File: src/rtl/bshift_defs.sv
// Shared constants and encodings for the shared barrel-shifter arbiter.
package bshift_defs;

    localparam int W   = 8;
    localparam int SHW = 3;

    localparam logic SH_LEFT  = 1'b1;
    localparam logic SH_RIGHT = 1'b0;
    localparam logic SH_LOG   = 1'b0;
    localparam logic SH_ARI   = 1'b1;

    typedef enum logic {
        ST_IDLE = 1'b0,
        ST_HOLD = 1'b1
    } state_t;

endpackage

File: src/rtl/bshift_arb_if.sv
// Requester and result handshake bundle for bshift_arb.
interface bshift_arb_if
    import bshift_defs::*;
#(
    parameter int NREQ = 2,
    parameter int W    = 8,
    parameter int IDW  = 1
);

    logic [NREQ-1:0]     req_valid;
    logic [NREQ-1:0]     req_ready;
    logic [NREQ*W-1:0]   req_din;
    logic [NREQ*SHW-1:0] req_shamt;
    logic [NREQ-1:0]     req_lr;
    logic [NREQ-1:0]     req_al;
    logic                res_valid;
    logic                res_ready;
    logic [W-1:0]        res_dout;
    logic [IDW-1:0]      res_id;

    modport master (
        output req_valid, req_din, req_shamt,
        output req_lr, req_al, res_ready,
        input  req_ready, res_valid,
        input  res_dout, res_id
    );

    modport slave (
        input  req_valid, req_din, req_shamt,
        input  req_lr, req_al, res_ready,
        output req_ready, res_valid,
        output res_dout, res_id
    );

endinterface

File: src/rtl/bshift_core.sv
// Combinational 8-bit barrel shifter, three mux stages (1/2/4).
module bshift_core
    import bshift_defs::*;
(
    input  logic [W-1:0]   din,
    input  logic [SHW-1:0] shamt,
    input  logic           lr,
    input  logic           al,
    output logic [W-1:0]   dout
);

    logic         left;
    logic         fill;
    logic [W-1:0] s1;
    logic [W-1:0] s2;

    assign left = (lr == SH_LEFT);
    // Fill bit for right shifts; sign only when arithmetic.
    assign fill = (al != SH_LOG) & (lr == SH_RIGHT) & din[W-1];

    assign s1 = !shamt[0] ? din
              : left ? {din[W-2:0], 1'b0}
              : {fill, din[W-1:1]};

    assign s2 = !shamt[1] ? s1
              : left ? {s1[W-3:0], 2'b00}
              : {{2{fill}}, s1[W-1:2]};

    assign dout = !shamt[2] ? s2
                : left ? {s2[W-5:0], 4'b0000}
                : {{4{fill}}, s2[W-1:4]};

endmodule

File: src/rtl/bshift_arb.sv
// Round-robin arbiter sharing one barrel shifter; registered result + id.
module bshift_arb
    import bshift_defs::*;
#(
    parameter int NREQ = 2,
    parameter int W    = 8,
    parameter int IDW  = 1
) (
    input logic        clk,
    input logic        rst_n,
    bshift_arb_if.slave bus
);

    state_t         state;
    logic [IDW-1:0] rr_ptr;
    logic [IDW-1:0] gid;
    logic [IDW-1:0] nxt;
    logic [IDW:0]   nsum;
    logic [NREQ-1:0] gnt;
    logic           can_accept;
    logic           xfer;
    logic [W-1:0]   dout_q;
    logic [IDW-1:0] id_q;

    logic [W-1:0]   din_a [NREQ];
    logic [SHW-1:0] sh_a  [NREQ];
    logic [W-1:0]   sh_dout;

    for (genvar g = 0; g < NREQ; g++) begin : g_slice
        assign din_a[g] = bus.req_din[g*W +: W];
        assign sh_a[g]  = bus.req_shamt[g*SHW +: SHW];
    end

    // Search from rr_ptr with wrap; first valid requester wins.
    always_comb begin
        logic [IDW:0]   sum;
        logic [IDW-1:0] idx;
        gnt = '0;
        gid = '0;
        sum = '0;
        idx = '0;
        for (int k = 0; k < NREQ; k++) begin
            sum = {1'b0, rr_ptr} + (IDW+1)'(k);
            if (sum >= (IDW+1)'(NREQ))
                sum = sum - (IDW+1)'(NREQ);
            idx = sum[IDW-1:0];
            if (gnt == '0 && bus.req_valid[idx]) begin
                gnt[idx] = 1'b1;
                gid      = idx;
            end
        end
    end

    assign nsum = {1'b0, gid} + (IDW+1)'(1);
    assign nxt  = (nsum == (IDW+1)'(NREQ)) ? '0 : nsum[IDW-1:0];

    assign can_accept    = (state == ST_IDLE) | bus.res_ready;
    assign bus.req_ready = rst_n ? (gnt & {NREQ{can_accept}}) : '0;
    assign xfer          = |bus.req_ready;

    bshift_core u_core (
        .din   (din_a[gid]),
        .shamt (sh_a[gid]),
        .lr    (bus.req_lr[gid]),
        .al    (bus.req_al[gid]),
        .dout  (sh_dout)
    );

    always_ff @(posedge clk or negedge rst_n) begin
        if (!rst_n) begin
            state  <= ST_IDLE;
            rr_ptr <= '0;
            dout_q <= '0;
            id_q   <= '0;
        end else if (xfer) begin
            state  <= ST_HOLD;
            rr_ptr <= nxt;
            dout_q <= sh_dout;
            id_q   <= gid;
        end else begin
            unique case (state)
                ST_IDLE: state <= ST_IDLE;
                ST_HOLD: if (bus.res_ready) state <= ST_IDLE;
                default: state <= ST_IDLE;
            endcase
        end
    end

    assign bus.res_valid = (state == ST_HOLD);
    assign bus.res_dout  = dout_q;
    assign bus.res_id    = id_q;

endmodule
File: src/flat_wrapper.sv
// flat-port wrapper written by rule: the top's interface ports become plain ports
module bshift_arb_flat import bshift_defs::*;
#(
    parameter int NREQ = 2,
    parameter int W    = 8,
    parameter int IDW  = 1
)
  (clk, rst_n, bus_req_valid, bus_req_din, bus_req_shamt, bus_req_lr, bus_req_al, bus_res_ready, bus_req_ready, bus_res_valid, bus_res_dout, bus_res_id);
  bshift_arb_if #(.NREQ(NREQ), .W(W), .IDW(IDW)) bus_i ();
  input logic clk;
  input logic rst_n;
  input wire logic [$bits(bus_i.req_valid)-1:0] bus_req_valid;
  input wire logic [$bits(bus_i.req_din)-1:0] bus_req_din;
  input wire logic [$bits(bus_i.req_shamt)-1:0] bus_req_shamt;
  input wire logic [$bits(bus_i.req_lr)-1:0] bus_req_lr;
  input wire logic [$bits(bus_i.req_al)-1:0] bus_req_al;
  input wire logic [$bits(bus_i.res_ready)-1:0] bus_res_ready;
  output wire logic [$bits(bus_i.req_ready)-1:0] bus_req_ready;
  output wire logic [$bits(bus_i.res_valid)-1:0] bus_res_valid;
  output wire logic [$bits(bus_i.res_dout)-1:0] bus_res_dout;
  output wire logic [$bits(bus_i.res_id)-1:0] bus_res_id;
  assign bus_i.req_valid = bus_req_valid;
  assign bus_i.req_din = bus_req_din;
  assign bus_i.req_shamt = bus_req_shamt;
  assign bus_i.req_lr = bus_req_lr;
  assign bus_i.req_al = bus_req_al;
  assign bus_i.res_ready = bus_res_ready;
  assign bus_req_ready = bus_i.req_ready;
  assign bus_res_valid = bus_i.res_valid;
  assign bus_res_dout = bus_i.res_dout;
  assign bus_res_id = bus_i.res_id;
  bshift_arb #(.NREQ(NREQ), .W(W), .IDW(IDW)) u_core (.clk(clk), .rst_n(rst_n), .bus(bus_i));
endmodule
File: config.mk
export PLATFORM = sky130hd
export DESIGN_NAME = bshift_arb_flat
export DESIGN_NICKNAME = d
export VERILOG_FILES = /design/src/rtl/bshift_defs.sv /design/src/rtl/bshift_arb_if.sv /design/src/rtl/bshift_core.sv /design/src/rtl/bshift_arb.sv /design/src/flat_wrapper.sv
export SDC_FILE = /design/constraint.sdc
export NUM_CORES = 1
export LEC_CHECK = 0
export ABC_AREA = 1
export BUFFER_PORTS_ARGS = -buffer_cell sky130_fd_sc_hd__buf_2
export CORE_MARGIN = 2
export CORE_UTILIZATION = 50
export DETAILED_ROUTE_END_ITERATION = 16
export GPL_TIMING_DRIVEN = 0
export PLACE_DENSITY = 0.8
export SYNTH_ARGS = -nofsm -noshare
export SYNTH_HDL_FRONTEND = slang
export SYNTH_HIERARCHICAL = 1
export SYNTH_SLANG_ARGS = --single-unit
File: constraint.sdc
create_clock -name clk -period 3.5 [get_ports clk]
set_clock_uncertainty 0.2 [all_clocks]
set_input_delay 1.05 -clock clk [delete_from_list [all_inputs] [get_ports clk]]
set_output_delay 1.05 -clock clk [all_outputs]
set_load 0.01 [all_outputs]
# Word level (Yosys, flattened, before mapping)
# Index checks and enable logic that the tools add are counted.
dict set report classes {
  magnitude_cmp 8
  muxes 35
  n_div 0
  n_addsub 4
  n_mul 0
  eq_ne 1
  bitwise 8
  n_reduce_logical 5
  shift 0
}
# operator count
set op_table {}
lappend op_table {{$mux 8} 9}
lappend op_table {{$mux 1} 17}
lappend op_table {{$mux 3} 3}
lappend op_table {{$lt 1x2->1 const B} 3}
lappend op_table {{$mux 2} 3}
lappend op_table {{$add 1x1->2 const B} 2}
lappend op_table {{$ge 2x2->1 const B} 2}
lappend op_table {{$logic_and 1x1->1} 3}
lappend op_table {{$and 1x1->1} 2}
lappend op_table {{$and 2x2->2} 1}
lappend op_table {{$demux 1 s1} 2}
lappend op_table {{$eq 2x2->1 const B} 1}
lappend op_table {{$ge 1x1->1 const B} 2}
lappend op_table {{$ge 1x2->1 const B} 1}
lappend op_table {{$logic_not 2->1} 1}
lappend op_table {{$not 1->1} 2}
lappend op_table {{$not 1->2} 1}
lappend op_table {{$or 2x2->2} 1}
lappend op_table {{$pmux 1 s2} 1}
lappend op_table {{$reduce_or 2->1} 1}
lappend op_table {{$sub 1x1->1 const B} 2}
lappend op_table {{$or 1x1->1} 1}
dict set report totals {
  reg_bits 11
  ram_bits 0
  output_inout_bits 12
  mem_bits_ro 0
  latchBits 0
  mem_count 0
}

# Logic depth before layout (Yosys ltp)
# Gate-level depths: netlist (run 1).
dict set report depth {
  word_depth 21
  mapped_depth 20
  mapped_depth_nobuf 18
}

# Hierarchy
# Netlist (run 1), hierarchy kept.
# mod n_inst cells_each seq_area_each_um2 area_per_inst_um2
set modules_own_cells {}
lappend modules_own_cells {bshift_arb 1 99 275.3 698.2}
lappend modules_own_cells {bshift_core 1 110 0.0 530.5}

# Worst setup path before layout (run 1)
# No wires, ideal clock.
dict set report synth_path {
  path_type {input to output}
  from {in bus_res_ready}
  to {out bus_req_ready[1]}
  slack_ns 0.840
  required_time_ns 2.250
  path_stages 4
  arrival_ns 1.410
  path_buffers 0
  cell_sequence {inv_1 > a21oi_1 > nand2_2 > inv_1}
}
dict set report synth_via {
  elab_chain_cells 3
}
# element line_no
set synth_lines {}
lappend synth_lines {{start, declared} flat_wrapper.sv:17} ;# input wire logic [$bits(bus_i.res_ready)-1:0] bus_res_ready;
lappend synth_lines {{$or 1x1->1} bshift_arb.sv:57} ;# assign can_accept = (state == ST_IDLE) | bus.res_ready;
lappend synth_lines {{$and 2x2->2} bshift_arb.sv:58} ;# assign bus.req_ready = rst_n ? (gnt & {NREQ{can_accept}}) : '0;
lappend synth_lines {{$mux 2} bshift_arb.sv:58}
lappend synth_lines {{end, declared} flat_wrapper.sv:18} ;# output wire logic [$bits(bus_i.req_ready)-1:0] bus_req_ready;
# Every way passes these cells.

# Worst setup path in the final report (run 1)
dict set report layout_path {
  from {in rst_n}
  to {out bus_req_ready[1]}
}
dict set report layout_via {
  elab_chain_cells 1
}
# element line_no
set layout_lines {}
lappend layout_lines {{start, declared} flat_wrapper.sv:11} ;# input logic rst_n;
lappend layout_lines {{$mux 2} bshift_arb.sv:58}
# Every way passes these cells.

==> metrics.md, run 1 <==
| Metric | Value |
|---|---|
| Crit end category | `output pin` |
| Seq/Total Area, Yosys | `22.40%` |
| Max clock buf depth | `2` |
| LEAKAGE | `0.0009385 uW` |
| Initial antenna violation count | `0` |
| Maximum fanout along the worst path | `14` |
| Crit Path Class | `in -> out` |
| IO buf count | `42` |
| Slowest cell delay on critical path | `0.26 ns` |
| Yosys warning total | `6` |
| Final min period | `3.117 ns` |
| Placer congestion estimate | `0.8943` |
| Max_slew headroom | `81.03%` |
| CTS hold repair buffers | `0` |
| Largest net degree at the start of global routing | `15` |
| Footprint of the multi-input gates | `805.8 sq um` |
| H-tree Lvls | `1` |
| I/O pins | `43` |
| Overall die height | `53.57 microns` |
| WL final | `2613 microns` |
| Total track usage | `20.49%` |
| Post-CTS Setup Bufs | `0` |
| Post-synth net total | `240` |
| Area taken by flip-flops and latches | `275.3 sq um` |
| RSZ-0062 raised after global routing | `false` |
| Final Hold Vio Count | `0` |
| Class of the worst hold path | `reg -> reg` |
| Worst VDD drop | `0.3354 mV` |
| First-pass GRT wire length | `4505 microns` |
| # resized after CTS | `0` |
| CTS clock-pin slew for the worst setup and hold paths | `0.07 ns` |
| Average cell area after synthesis | `5.879 sq um` |
| CTS Buf Count | `3` |
| WP buf/inv | `4` |
| Area post-placement | `1474 sq um` |
| Post-Syn Area | `1229 sq um` |
| Vias in the first global route | `1116` |
| Hold Path Depth | `2` |
| Status | `finished, final reports clean` |
| Reg-to-reg slack, setup | `1.35 ns` |
| Die area | `2870 sq um` |
| Clk_lat worst skew | `0.26 ns` |
| Sink Count | `11` |
| Iter 0 DRT Violations | `40` |
| Via density | `4.802` |
| Pwr dens | `532.3 nW/um^2` |
| Fmax | `320.9 MHz` |
| Total of max-cap violations | `0` |
| CTS tree | `done` |
| Setup TNS | `0 ns` |
| Area growth from synthesis to layout | `22.10%` |
| Vias after detailed routing | `1359` |
| DR WL/cell | `9.233 microns` |
| Die W | `53.57 microns` |
| Reg2Reg Capture Point | `u_core/bus.res_dout[3]$_DFFE_PN0P_` |
| Hold Path End | `u_core/bus.res_id$_DFFE_PN0P_` |
| Max Slew Vio Count | `0` |
| Core area | `2276 sq um` |
| Pre-Repair DR Iteration Count | `4` |
| Nets | `287` |
| Final setup viols | `0` |
| Rows | `17` |
| Fillers | `216` |
| Antenna viol nets, final | `0` |
| Total power | `798.6 uW` |
| Req. time, crit path | `2.25 ns` |
| Critical-path cell list | `buf_2 -> inv_1 -> a21oi_1 -> nand2_2 -> inv_1 -> buf_2` |
| HP Start | `u_core/bus.res_id$_DFFE_PN0P_` |
| Most frequent cells in the layout | `nand2_1 (122), buf_2 (43), inv_1 (14), nand3_1 (11), dfrtp_1 (11)` |
| Clock Tree Root | `clkbuf_4` |
| Initial core utilization | `53.99%` |
| Final instance area | `1500 sq um` |
| DRC | `0` |
| Reg-to-reg startpoint | `u_core/rr_ptr$_DFFE_PN0P_` |
| Startpoint types | `input port` |
| Most common cell after layout, fill and taps aside | `nand2_1` |
| Diode count | `0` |
| Critical path arrival | `1.87 ns` |
| Fin crit share | `89.05%` |
| Delay-heaviest family, CP | `buffers and inverters` |
| CP max-delay cell | `buf_2` |
| Layout cell share with drive strength beyond 1 | `30.59%` |
| Cells after synthesis | `209` |
| GR Overflow Total | `0` |
| Placed wire-length estimate | `2124 microns` |
| Seq cells post-synth | `11` |
| Count of unique library cells instantiated by Yosys | `23` |
| Worst-margin pin slew | `0.2846 ns` |
| R2r worst-path depth | `18` |
[power by group]
group,leakage [uW],switching [uW],internal [uW]
registers,0.000138,34.1,183
logic,0.000786,299,200
clock network,0.0000150,39.5,44.0
[stage by stage]
stage | util [%] | instances | hold slack (ns) | worst slack [ns]
2_1_floorplan | - | 209 | 0.2864 | 0.8396
4_1_cts | 65.92 | 283 | 0.2703 | 0.3553
3_5_place_dp | 64.76 | 279 | 0.2531 | 0.3686
3_3_place_gp | 64.76 | 279 | 0.2484 | 0.3888
5_1_grt | 65.92 | 283 | 0.2873 | 0.2409
6_report | 65.92 | 283 | 0.2674 | 0.3834
[per-layer routing]
layer	GRT usage (%)	up-vias	share of wire (%)
met3	1.389	4	6.2
met4	8.120	0	1.6
met2	37.45	45	49
met1	24.75	567	44
li1	-	743	-
met5	0	-	0
[registers in the layout, indices dropped and copies added (netlist names)]
| name | flops |
|---|---|
| u_core/rr_ptr | 1 |
| u_core/bus.res_id | 1 |
| u_core/bus.res_valid | 1 |
| u_core/bus.res_dout | 8 |
[layout make-up]
cell class | instances | area share (%)
clock buffers | 4 | 1.751
multi-input cells | 172 | 53.71
plain buffers | 7 | 4.921
flip-flops and latches | 11 | 18.35
repair buffers | 42 | 14.01
inverters | 19 | 4.921
well taps | 28 | 2.335
[logic make-up (layout without fill, tap and decap cells)]
family | after synthesis | after routing | share of synthesized area [%]
simple gates | 156 | 156 | 56.31
flops | 11 | 11 | 22.40
buf+inv | 26 | 72 | 12.02
compound gates | 16 | 16 | 9.266
[Yosys cell counts (all sizes together)]
library cell	n	area, sq um
nand2	128	500.5
nand3	21	155.1
inv	19	73.82
dfrtp	11	275.3
o21ai	8	47.54
buf	7	73.81
nor2	6	30.03
a21oi	5	25.02
o211ai	2	20.02
nand4	1	6.260
o31ai	1	21.27
[worst min-delay path, stage by stage, from the launching register on]
cell	delay, ns
dfrtp_1	0.34
nand2_1	0.05
nand2_1	0.05
[how the worst max path moves through the flow]
stage / start / end / slack (ns) / cells past startpoint
6_report: rst_n / bus_req_ready[1] / 0.38 / 6
2_1_floorplan: bus_res_ready / bus_req_ready[1] / 0.84 / 4
3_5_place_dp: rst_n / bus_req_ready[1] / 0.37 / 6
4_1_cts: rst_n / bus_req_ready[1] / 0.36 / 6
3_3_place_gp: rst_n / bus_req_ready[1] / 0.39 / 6
5_1_grt: rst_n / bus_req_ready[1] / 0.24 / 6
(Power assumes the default switching activity.)
==> inputs of run 2 (changes only) <==
ABC_AREA = unset   (was 1)
RECOVER_POWER = 25   (was unset)
==> run 2 against run 1 <==
  * Global-route usage up 2.0 points
  * Critical path depth up 4
  * Design area down 1.3%
  * Synthesized cell count down 37%
  * Die area down 1.4%
  * Largest power group unchanged
==> metrics.md, run 2 <==
| Metric | Value |
|---|---|
| First-pass GRT wire length | `4747 microns` |
| Synth top cells by count | `nand2_1 (12), dfrtp_1 (11), mux2_2 (11)` |
| Largest cells by area after synthesis | `dfrtp_1 (23%), mux2_4 (11%), mux2_2 (10%)` |
| Reg-to-reg startpoint | `u_core/rr_ptr$_DFFE_PN0P_` |
| Top-area cell type share of the netlist area | `22.75%` |
| Crit Path Class | `in -> reg` |
| Initial core utilization | `53.66%` |
| Clock Tree Root | `clkbuf_4` |
| Slowest cell delay on critical path | `0.42 ns` |
| Post-Syn Area | `1210 sq um` |
| Die W | `53.19 microns` |
| Area post-placement | `1455 sq um` |
| Fin crit share | `92.38%` |
| WL final | `2996 microns` |
| Count of unique library cells instantiated by Yosys | `45` |
| Final instance area | `1481 sq um` |
| Overall die height | `53.19 microns` |
| Critical path arrival | `3.18 ns` |
| Max clock buf depth | `2` |
| H-tree Lvls | `1` |
| Ys async rst share | `100.0%` |
| Layout cell share with drive strength beyond 1 | `46.07%` |
| Max_slew headroom | `71.58%` |
| Cells after synthesis | `132` |
| Switching power of the nets | `232.5 uW` |
| Placer congestion estimate | `0.9704` |
| Post-CTS Setup Bufs | `0` |
| GR Overflow Total | `0` |
| Core area | `2255 sq um` |
| DRC | `0` |
| Via density | `6.112` |
| Seq cells post-synth | `11` |
| Antenna viol nets, final | `0` |
| Largest net degree at the start of global routing | `18` |
| Switching Fraction | `38.57%` |
| Post-synth EDFFs | `0` |
| Flop pwr share | `30.7%` |
| Final setup viols | `0` |
| Largest area contributor in the netlist | `dfrtp_1` |
| Rows | `17` |
| Post-synth net total | `163` |
| Total power | `602.7 uW` |
| Diode count | `0` |
| Count leader, synth | `nand2_1` |
| Total track usage | `22.53%` |
| CTS clock-pin slew for the worst setup and hold paths | `0.06 ns` |
| Seq/Total Area, Yosys | `22.75%` |
| Critical-path cell list | `buf_2 -> inv_2 -> o21ai_4 -> buf_12 -> mux2_4 -> buf_6 -> mux4_2 -> a21oi_2 -> o221ai_2 -> mux2_2` |
| Initial antenna violation count | `0` |
| # resized after CTS | `0` |
| Main synth FF type | `dfrtp_1` |
| CTS hold repair buffers | `0` |
| Combinational power share | `55.6%` |
| Status | `finished, final reports clean` |
| Final min period | `3.233 ns` |
| CP Launch Point | `bus_req_valid[0]` |
| Sink Count | `11` |
| Fmax | `309.3 MHz` |
| Placed cells | `202` |
| Yosys warning total | `6` |
| Worst-margin pin slew | `0.4155 ns` |
| LEAKAGE | `0.0007071 uW` |
| WP buf/inv | `4` |
| Max Slew Vio Count | `0` |
| Maximum fanout along the worst path | `10` |
| Final Hold Vio Count | `0` |
| Area growth from synthesis to layout | `22.44%` |
| IO buf count | `42` |
| Worst VDD drop | `0.4792 mV` |
| Internal Pwr Total | `370.2 uW` |
| CP max-delay cell | `mux4_2` |
| DR WL/cell | `14.54 microns` |
| Clk_lat worst skew | `0.26 ns` |
| Average cell area after synthesis | `9.166 sq um` |
| CTS Buf Count | `3` |
| Most common cell after layout, fill and taps aside | `buf_2` |
| Nets | `210` |
| Non-Filler Instances | `206` |
| Delay-heaviest family, CP | `multiplexers` |
| Pre-Repair DR Iteration Count | `4` |
| Startpoint types | `input port` |
| CTS tree | `done` |
| Placed wire-length estimate | `2385 microns` |
| Crit end category | `flip-flop` |
| Max reg flops | `8` |
| Pwr dens | `406.9 nW/um^2` |
| RSZ-0062 raised after global routing | `false` |
| Total of max-cap violations | `0` |
| HP Start | `u_core/bus.res_dout[7]$_DFFE_PN0P_` |
| Vias in the first global route | `1123` |
| Class of the worst hold path | `reg -> reg` |
| I/O pins | `43` |
| Req. time, crit path | `3.45 ns` |
| Fin Hold WS | `0.2939 ns` |
| Iter 0 DRT Violations | `52` |
| Vias after detailed routing | `1259` |
| Die area | `2829 sq um` |
| Clock power frac | `13.7%` |
| Most frequent cells in the layout | `buf_2 (44), nand2_1 (12), mux2_2 (11), dfrtp_1 (11), nor2_1 (10)` |
| Setup TNS | `0 ns` |
[run 2: changes by cell type after synthesis, sizes merged, moves of 4 or more]
| cell | previous run | this run |
|---|---|---|
| nand2 | 128 | 12 |
| o21ai | 8 | 4 |
| nand3 | 21 | 4 |
| nand2b | 0 | 7 |
| mux2 | 0 | 21 |
| mux2i | 0 | 4 |
| nor2 | 6 | 10 |
| a31oi | 0 | 6 |
| inv | 19 | 5 |
[run 2: final timing paths]
kind                                                            to  slack [ns]  cells after the start
worst max-delay path            u_core/bus.res_dout[0]$_DFFE_PN0P_        0.27                     10
worst min-delay path            u_core/bus.res_dout[7]$_DFFE_PN0P_        0.29                      1
worst max register to register  u_core/bus.res_dout[0]$_DFFE_PN0P_        0.83                      8
worst min register to register  u_core/bus.res_dout[7]$_DFFE_PN0P_        0.29                      1
max in group asynchronous       u_core/bus.res_dout[6]$_DFFE_PN0P_        2.35                      1
min in group asynchronous           u_core/bus.res_valid$_DFF_PN0_        0.49                      1
[run 2: area by class of cell]
cell class	instances	area [sq um]
multi-input cells	108	852.1
fillers	198	773.2
flip-flops and latches	11	275.3
repair buffers	42	210.2
plain buffers	8	63.81
well taps	28	35.03
clock buffers	4	26.28
inverters	5	18.77
[run 2: layer usage]
| layer | global-route usage (%) | up-vias | wire length, microns |
|---|---|---|---|
| met4 | 3.846 | 0 | 12 |
| met2 | 39.17 | 67 | 1479 |
| li1 | - | 598 | - |
| met3 | 5.650 | 4 | 233 |
| met5 | 0 | - | 0 |
| met1 | 28.32 | 590 | 1269 |
[run 2: cells by family after synthesis]
logic type / synth area share (%)
multiplexers: 27.51
flip-flops: 22.75
buffers and inverters: 6.824
AND/OR/NAND/NOR: 18.41
AO/OA/AOI/OAI: 24.51
[run 2: power groups by stage]
stage,combinational [uW],clock (uW),sequential (uW)
2_1_floorplan,214,0,204
3_3_place_gp,326,0,185
3_5_place_dp,332,0,187
4_1_cts,334,85.2,185
5_1_grt,364,96.0,189
6_report,335,82.9,185
[run 2: through the flow]
step / setup WS (ns) / utilization [%]
5_1_grt: 0.1410 / 65.70
6_report: 0.2666 / 65.70
3_3_place_gp: 0.03562 / 64.54
4_1_cts: 0.2736 / 65.70
3_5_place_dp: -0.008185 / 64.54
2_1_floorplan: 0.3101 / -
==> inputs of run 3 (changes only) <==
MAX_ROUTING_LAYER = met4   (was unset)
REMOVE_ABC_BUFFERS = 1   (was unset)
==> run 3 against run 2 <==
  * Critical path depth is the same
  * Final cell count is the same
  * Count of clock-buffer cells in the layout is the same
  * Clock power grew 1%
  * Sequential cell count is the same
  * Combinational power grew 1%
  * Sequential power is essentially flat
  * Register-to-register slack lost 0.02 ns
  * Power grew 0.98%
  * Global-route usage grew 2.0 points
  * Utilization grew 0.39 points
  * Sequential share of layout area shrank 0.11 points
==> metrics.md, run 3 (synthesized netlist as in run 2, its figures left out) <==
| Metric | Value |
|---|---|
| Initial core utilization | `53.66%` |
| H-tree Lvls | `1` |
| Rows | `17` |
| Final Hold Vio Count | `0` |
| Fmax | `313.6 MHz` |
| RSZ-0062 raised after global routing | `false` |
| Fin Hold WS | `0.3038 ns` |
| DR WL/cell | `15.05 microns` |
| Startpoint types | `input port` |
| Slowest cell delay on critical path | `0.49 ns` |
| First-pass GRT wire length | `4974 microns` |
| Nets | `210` |
| Reg-to-reg startpoint | `u_core/rr_ptr$_DFFE_PN0P_` |
| Flop pwr share | `30.5%` |
| Crit end category | `flip-flop` |
| LEAKAGE | `0.0007149 uW` |
| Layout cell share with drive strength beyond 1 | `47.19%` |
| Crit Path Class | `in -> reg` |
| Most common cell after layout, fill and taps aside | `buf_2` |
| IO buf count | `42` |
| Req. time, crit path | `3.46 ns` |
| Worst-margin pin slew | `0.4408 ns` |
| Max reg flops | `8` |
| Hold Path End | `u_core/bus.res_dout[3]$_DFFE_PN0P_` |
| Sink Count | `11` |
| Largest net degree at the start of global routing | `26` |
| Final Util | `66.09%` |
| Clock Tree Root | `clkbuf_4` |
| Most used cell along the critical path | `mux2_2` |
| Critical path arrival | `3.14 ns` |
| Setup ws final | `0.3115 ns` |
| Combinational power share | `55.7%` |
| Core area | `2255 sq um` |
| CTS tree | `done` |
| Clk_lat worst skew | `0.27 ns` |
| HP Start | `u_core/bus.res_dout[3]$_DFFE_PN0P_` |
| Total of max-cap violations | `0` |
| Max clock buf depth | `2` |
| WL final | `3100 microns` |
| Final setup viols | `0` |
| Placer congestion estimate | `0.9431` |
| Critical path depth | `10` |
| Reg2Reg Capture Point | `u_core/bus.res_dout[4]$_DFFE_PN0P_` |
| Hold Path Depth | `1` |
| R2r worst-path depth | `8` |
| CTS Buf Count | `3` |
| Most frequent cells in the layout | `buf_2 (42), nand2_1 (12), mux2_2 (11), dfrtp_1 (11), nor2_1 (10)` |
| Max_slew headroom | `70.61%` |
| Placed wire-length estimate | `2331 microns` |
| Iter 0 DRT Violations | `33` |
| CTS hold repair buffers | `0` |
| DRC | `0` |
| Fin crit share | `91.10%` |
| Final min period | `3.188 ns` |
| Overall die height | `53.19 microns` |
| Pre-CTS setup slack | `-0.1742 ns` |
| CP max-delay cell | `mux4_2` |
| Clock power frac | `13.8%` |
| Die W | `53.19 microns` |
| Class of the worst hold path | `reg -> reg` |
| Die area | `2829 sq um` |
| I/O pins | `43` |
| Initial antenna violation count | `0` |
| Vias in the first global route | `1136` |
| Delay-heaviest family, CP | `multiplexers` |
| Area growth from synthesis to layout | `23.16%` |
| Fillers | `208` |
| Antenna viol nets, final | `0` |
| Switching Fraction | `38.56%` |
| Internal Pwr Total | `374.0 uW` |
| WP buf/inv | `4` |
| CTS clock-pin slew for the worst setup and hold paths | `0.06 ns` |
| Vias after detailed routing | `1232` |
| Max Slew Vio Count | `0` |
| Pwr dens | `408.5 nW/um^2` |
| Pre-Repair DR Iteration Count | `4` |
| Diode count | `0` |
| Switching power of the nets | `234.7 uW` |
| # resized after CTS | `0` |
| Maximum fanout along the worst path | `12` |
| Total track usage | `24.53%` |
| Setup TNS | `0 ns` |
| GR Overflow Total | `0` |
| Reg-to-reg slack, setup | `0.81 ns` |
| Status | `finished, final reports clean` |
| Via density | `5.981` |
| Critical-path cell list | `buf_2 -> inv_2 -> o21ai_4 -> buf_12 -> buf_4 -> mux2_2 -> mux4_2 -> a21oi_2 -> mux2i_1 -> mux2_2` |
| Worst VDD drop | `0.3302 mV` |
run 3: changes by cell type in the layout (fill, tap and decap cells not counted):
cell and change:
clkbuf_1 -2, buf_6 -1, buf_4 +5, buf_2 -2
run 3: final cells by class:
type                       instances  area (sq um)  share of cell area (%)
timing repair buffer              50         282.8                   18.98
clock buffer                       4         26.28                   1.763
tap                               28         35.03                   2.351
sequential                        11         275.3                   18.47
inverter                           5         18.77                   1.259
multi-input combinational        108         852.1                   57.18
run 3: worst max path at each step:
stage	startpoint	endpoint	slack, ns
2_1_floorplan	bus_req_valid[0]	u_core/bus.res_dout[0]$_DFFE_PN0P_	0.26
3_3_place_gp	bus_req_valid[0]	u_core/bus.res_dout[1]$_DFFE_PN0P_	-0.11
3_5_place_dp	bus_req_valid[0]	u_core/bus.res_dout[1]$_DFFE_PN0P_	-0.17
4_1_cts	bus_req_valid[0]	u_core/bus.res_dout[1]$_DFFE_PN0P_	0.10
5_1_grt	bus_req_valid[0]	u_core/bus.res_dout[1]$_DFFE_PN0P_	0.24
6_report	bus_req_valid[0]	u_core/bus.res_dout[4]$_DFFE_PN0P_	0.31
run 3: what timing repair did:
action                                  in CTS  in global routing
setup buffers                                0                  8
endpoints found under the setup margin       0                  1
endpoints found under the hold margin        0                  0
run 3: worst reg2reg max path, stage by stage, from the launching register on:
cell     delay, ns
dfrtp_1       0.45
o21ai_4       0.20
buf_12        0.15
buf_4         0.12
mux2_2        0.38
mux4_2        0.49
a21oi_2       0.20
mux2i_1       0.12
mux2_2        0.27
run 3: per-stage QoR:
step                cells  cell area (sq um)  power, uW
floorplan             124               1146      403.3
global placement      194               1391      491.3
detailed placement    194               1391      504.0
CTS                   198               1418      591.5
global route          206               1490      658.5
finish                206               1490      608.7
run 3: power groups by stage:
stage	clock [uW]	combinational (uW)	sequential, uW
global route	96.9	371	190
CTS	88.4	317	186
floorplan	0	199	204
finish	84.1	339	186
detailed placement	0	315	188
global placement	0	306	185
run 3: layer usage:
layer | routed length, microns | part of all wire, % | GRT usage (%) | vias to the layer above
li1 | - | - | - | 596
met1 | 1269 | 41 | 30.61 | 585
met2 | 1606 | 52 | 40.42 | 47
met3 | 195 | 6.3 | 4.802 | 4
met4 | 29 | 0.94 | 6.838 | 0
met5 | 0 | 0 | - | -
